`config.mk`:
```
export PLATFORM = sky130hd
export DESIGN_NAME = logic_gate_sched
export DESIGN_NICKNAME = d
export VERILOG_FILES = /design/src/rtl/logic_gate_sched.sv
export SDC_FILE = /design/constraint.sdc
export NUM_CORES = 1
export LEC_CHECK = 0
export CAP_MARGIN = 10
export CORE_UTILIZATION = 45
export DETAILED_ROUTE_END_ITERATION = 7
export PLACE_DENSITY_LB_ADDON = 0.3
export SYNTH_ARGS = -nofsm -noshare
export SYNTH_HDL_FRONTEND = slang
export SYNTH_SLANG_ARGS = --single-unit
```
`constraint.sdc`:
```
create_clock -name clk -period 4 [get_ports clk]
set_input_delay 0.8 -clock clk [delete_from_list [all_inputs] [get_ports clk]]
set_output_delay 0.8 -clock clk [all_outputs]
set_load 0.01 [all_outputs]
```
`src/rtl/logic_gate_sched.sv`:
```
// rtl/logic_gate_sched.sv - round-robin scheduler sharing one registered bitwise logic unit
//
// Purpose: NREQ requesters present op/a/b with valid/ready. One winner is
// granted in IDLE (round-robin from last+1), its operands are evaluated in
// EXEC, and the result is held in RESP until the consumer accepts it.
//
// Ports:
//   clk, rst_n              clock, synchronous active-low reset
//   req_valid/req_ready     per-requester handshake (req_ready one-hot or zero)
//   req_op/req_a/req_b      packed per-requester opcode and operands
//   rsp_valid/rsp_ready     response handshake
//   rsp_id/rsp_data/rsp_err owner id, result, illegal-opcode flag
//   busy                    high while not in IDLE
//   done_cnt                wrapping count of accepted responses

module logic_gate_sched #(
    parameter int NREQ  = 4,
    parameter int WIDTH = 8,
    parameter int IDW   = 2
) (
    input  logic                  clk,
    input  logic                  rst_n,
    input  logic [NREQ-1:0]       req_valid,
    output logic [NREQ-1:0]       req_ready,
    input  logic [3*NREQ-1:0]     req_op,
    input  logic [WIDTH*NREQ-1:0] req_a,
    input  logic [WIDTH*NREQ-1:0] req_b,
    output logic                  rsp_valid,
    input  logic                  rsp_ready,
    output logic [IDW-1:0]        rsp_id,
    output logic [WIDTH-1:0]      rsp_data,
    output logic                  rsp_err,
    output logic                  busy,
    output logic [15:0]           done_cnt
);

    typedef enum logic [1:0] {
        IDLE = 2'd0,
        EXEC = 2'd1,
        RESP = 2'd2
    } state_t;

    state_t           state;
    state_t           state_nxt;
    logic [IDW-1:0]   last;
    logic [IDW-1:0]   win_id;
    logic             win_found;
    logic [2:0]       op_r;
    logic [WIDTH-1:0] a_r;
    logic [WIDTH-1:0] b_r;
    logic [WIDTH-1:0] result;
    logic             busy_r;

    // Search starts just after the last winner so a requester that keeps
    // req_valid high drops to lowest priority on the next round.
    always_comb begin
        win_found = 1'b0;
        win_id    = last;
        for (int k = 1; k <= NREQ; k++) begin
            if (!win_found && req_valid[(int'(last) + k) % NREQ]) begin
                win_found = 1'b1;
                win_id    = IDW'((int'(last) + k) % NREQ);
            end
        end
    end

    always_comb begin
        state_nxt = state;
        req_ready = '0;
        case (state)
            IDLE: begin
                // Gated by rst_n so no grant is visible while reset is held.
                if (rst_n && win_found) begin
                    req_ready = NREQ'(1) << win_id;
                    state_nxt = EXEC;
                end
            end
            EXEC:    state_nxt = RESP;
            RESP:    if (rsp_ready) state_nxt = IDLE;
            default: state_nxt = IDLE;
        endcase
    end

    always_comb begin
        result = '0;
        case (op_r)
            3'd0:    result = ~a_r;
            3'd1:    result = a_r & b_r;
            3'd2:    result = a_r | b_r;
            3'd3:    result = ~(a_r & b_r);
            3'd4:    result = ~(a_r | b_r);
            3'd5:    result = a_r ^ b_r;
            3'd6:    result = ~(a_r ^ b_r);
            default: result = '0;
        endcase
    end

    always_ff @(posedge clk) begin
        if (!rst_n) begin
            state    <= IDLE;
            last     <= IDW'(NREQ - 1);
            op_r     <= '0;
            a_r      <= '0;
            b_r      <= '0;
            rsp_id   <= '0;
            rsp_data <= '0;
            rsp_err  <= 1'b0;
            busy_r   <= 1'b0;
            done_cnt <= '0;
        end else begin
            state  <= state_nxt;
            busy_r <= (state_nxt != IDLE);
            case (state)
                IDLE: begin
                    if (win_found) begin
                        op_r   <= req_op[3*win_id +: 3];
                        a_r    <= req_a[WIDTH*win_id +: WIDTH];
                        b_r    <= req_b[WIDTH*win_id +: WIDTH];
                        rsp_id <= win_id;
                        last   <= win_id;
                    end
                end
                EXEC: begin
                    rsp_data <= result;
                    rsp_err  <= (op_r == 3'd7);
                end
                RESP: begin
                    if (rsp_ready) done_cnt <= done_cnt + 16'd1;
                end
                default: ;
            endcase
        end
    end

    assign rsp_valid = (state == RESP);
    assign busy      = busy_r;

endmodule
```
==> metrics.yaml <==
outcome:
  outcome: "finished, final reports clean"
timing:
  grt_setup_unrepaired: "false"
  fin_crit_ns: 3.542
  fin_worst_skew_ns: 0.008520
  min_period_over_period: 0.8856
  final.setup.tns_ns: 0
  fmaxAchievable_mhz: 282.3
  finalSetupViolCount: 0
  timing.final.hold_violations: 0
  worst_pin_slew_ns: 0.9672
  slew_headroom: 0.3543
  final_max_slew_viol_count: 0
  whs_ns: 0.4653
clocking:
  cts_resized: 0
  root_buffer: "clkbuf_8"
  cts_buffers: 5
  cts_tree: "yes"
  hold_buffers: 0
  path_clk_slew_ns: 0.08
  cts.path.max_buffers: 2
  cts_setup_buffers: 0
  cts_max_level: 2
  cts_sinks: 51
  clk-insertion-delay-late_ns: 0.31
global_routing:
  antenna_found_initial: 0
  grt_overflow: 0
  grt_pass1_wl_um: 14550
  grt_pass1_vias: 3141
  grt_util_all_layers: 0.2133
  grt_start_max_net_pins: 37
cells_and_area:
  antenna_cells: 0
  layout.nets: 607
  drive_gt1_frac: 0.1065
  regArea_mm2: 0.001021
  multiInputGateArea_mm2: 0.002296
  final_cell_mix: "clkdlybuf4s50_1 (115), dfxtp_1 (51), nand3_1 (42)"
  areaGrowthSynthToFinish_pct: 34.97
  fin_cells: 609
  final_common_cell: "clkdlybuf4s50_1"
  fillers: 685
die:
  fp.dieW_um: 90.99
  dieArea_mm2: 0.008278
  initial_core_util: 0.4635
  std_cell_rows: 32
  io_pins: 116
  core_mm2: 0.007687
  die_y_um: 90.99
placement:
  port_buffers: 115
  place_congestion: 0.7735
  placed_cells: 602
  dp_hpwl_um: 6633
synthesis:
  ys_seq_elements: 51
  yosysTopAreaCellShare: 0.2865
  synth_area_leaders: "dfxtp_1 (29%), mux2i_1 (8.7%), mux2_2 (6.0%)"
  synth_cell_types: 50
  yosysTopAreaCell: "dfxtp_1"
  synth_fp_nets: 509
  synth.avg_cell_area_um2: 8.713
  synthCells: 409
  ys_seq_area_frac: 0.2865
  syn_area_mm2: 0.003563
  ys_warn_count: 0
run:
  cap_violations: 0
power_and_ir_drop:
  leakage_nw: 1.801
  power.density_mw_per_mm2: 339.5
  ir_drop_v: 0.0001692
  power_mw: 1.633
setup_path:
  start_kind: "input port"
  cp_max_fo: 9
  worstPathArrival_ns: 2.74
  crit_path_end_kind: "output port"
  cp.required_ns: 3.20
  critical_path_class: "input port to output port"
routing:
  drt_pre_antenna_iters: 4
  drc: 0
  via_per_inst: 5.391
  routedWlPerCell_um: 14.11
  drtIter0Drc: 136
  routed_wl_um: 8592
  ant_nets: 0
  vias: 3283
min_path:
  min_path_type: "register to register"
-- final cells by class --
cell class / count / area share
tap: 102 / 0.02653
sequential: 51 / 0.2123
inverter: 21 / 0.01639
multi-input combinational: 306 / 0.4774
clock buffer: 5 / 0.01431
timing repair buffer: 122 / 0.2503
clock inverter: 2 / 0.002862
-- synthesized netlist by cell type, drive strengths merged --
library cell and instances:
nor2 11, a21o 4, or3 1, o21a 1, nor3b 1, and3 4, or2 1, nor3 4
a31oi 2, a22oi 1, and3b 1, a21oi 9, xnor2 13, nand3b 2, buf 22, mux2 23
o22ai 3, o2bb2ai 2, dfxtp 51, nand2 41, a21boi 8, mux2i 31, o21ai 9, nand3 42
ha 17, and4 1, o22a 1, nor4b 1, inv 21, o221ai 5, and2 14, xor2 1
nor2b 6, clkbuf 9, o311ai 1, a211oi 4, nand4 6, a221oi 2, nor4 1, o211ai 23
nand2b 9
-- cells by family (layout without fill, tap and decap cells) --
group / after synthesis / after routing / synth area share
xor gates and xnor gates: 14 / 14 / 0.03441
DFF: 51 / 51 / 0.2865
adders and majority gates: 17 / 17 / 0.05969
and+or+nand+nor: 146 / 146 / 0.2173
AOI/OAI and AO/OA: 75 / 75 / 0.1706
buffers and inverters: 52 / 150 / 0.07163
muxes: 54 / 54 / 0.1598
-- stage by stage --
step | area [um^2] | utilization | setup slack [ns]
floorplan | 3563 | - | 1.409
global placement | 4727 | 0.6149 | 0.5613
detailed placement | 4727 | 0.6149 | 0.4319
CTS | 4810 | 0.6257 | 0.4257
global route | 4810 | 0.6257 | 0.2789
finish | 4810 | 0.6257 | 0.4577
-- worst max-delay path, cell delays in order --
cell and delay (ns):
clkdlybuf4s50_1 0.48, mux2i_1 0.20, nor2_1 0.09, nor3_4 0.40
and3_1 0.23, clkdlybuf4s50_1 0.53
-- state kept, by name (all words and copies together) (netlist names) --
name and cells:
b_r 8, rsp_id 2, rsp_data 8, done_cnt 16, last 2, state 2, op_r 3, busy 1
rsp_err 1, a_r 8
-- path summary, 6_finish.rpt --
| check | from | endpoint | slack (ns) | cells past startpoint |
|---|---|---|---|---|
| worst max-delay path | req_valid[3] | req_ready[0] | 0.46 | 6 |
| worst min-delay path | rsp_data[1] | rsp_data[1] | 0.47 | 2 |
| worst max register to register | last[1] | b_r[4] | 1.56 | 6 |
| worst min register to register | rsp_data[1] | rsp_data[1] | 0.47 | 2 |
-- layer usage --
metal	GRT usage	wire length, um	part of all wire
met5	0	0	0
met1	0.2780	4021	0.47
met2	0.3567	3999	0.47
met4	0.06878	150	0.017
met3	0.03769	421	0.049
-- where the power goes --
| group | internal [mW] | total, mW | switching [mW] |
|---|---|---|---|
| combinational | 0.356 | 0.673 | 0.317 |
| clock | 0.120 | 0.290 | 0.170 |
| sequential | 0.575 | 0.670 | 0.0950 |
Note: power is estimated with default switching activity, not from simulation.
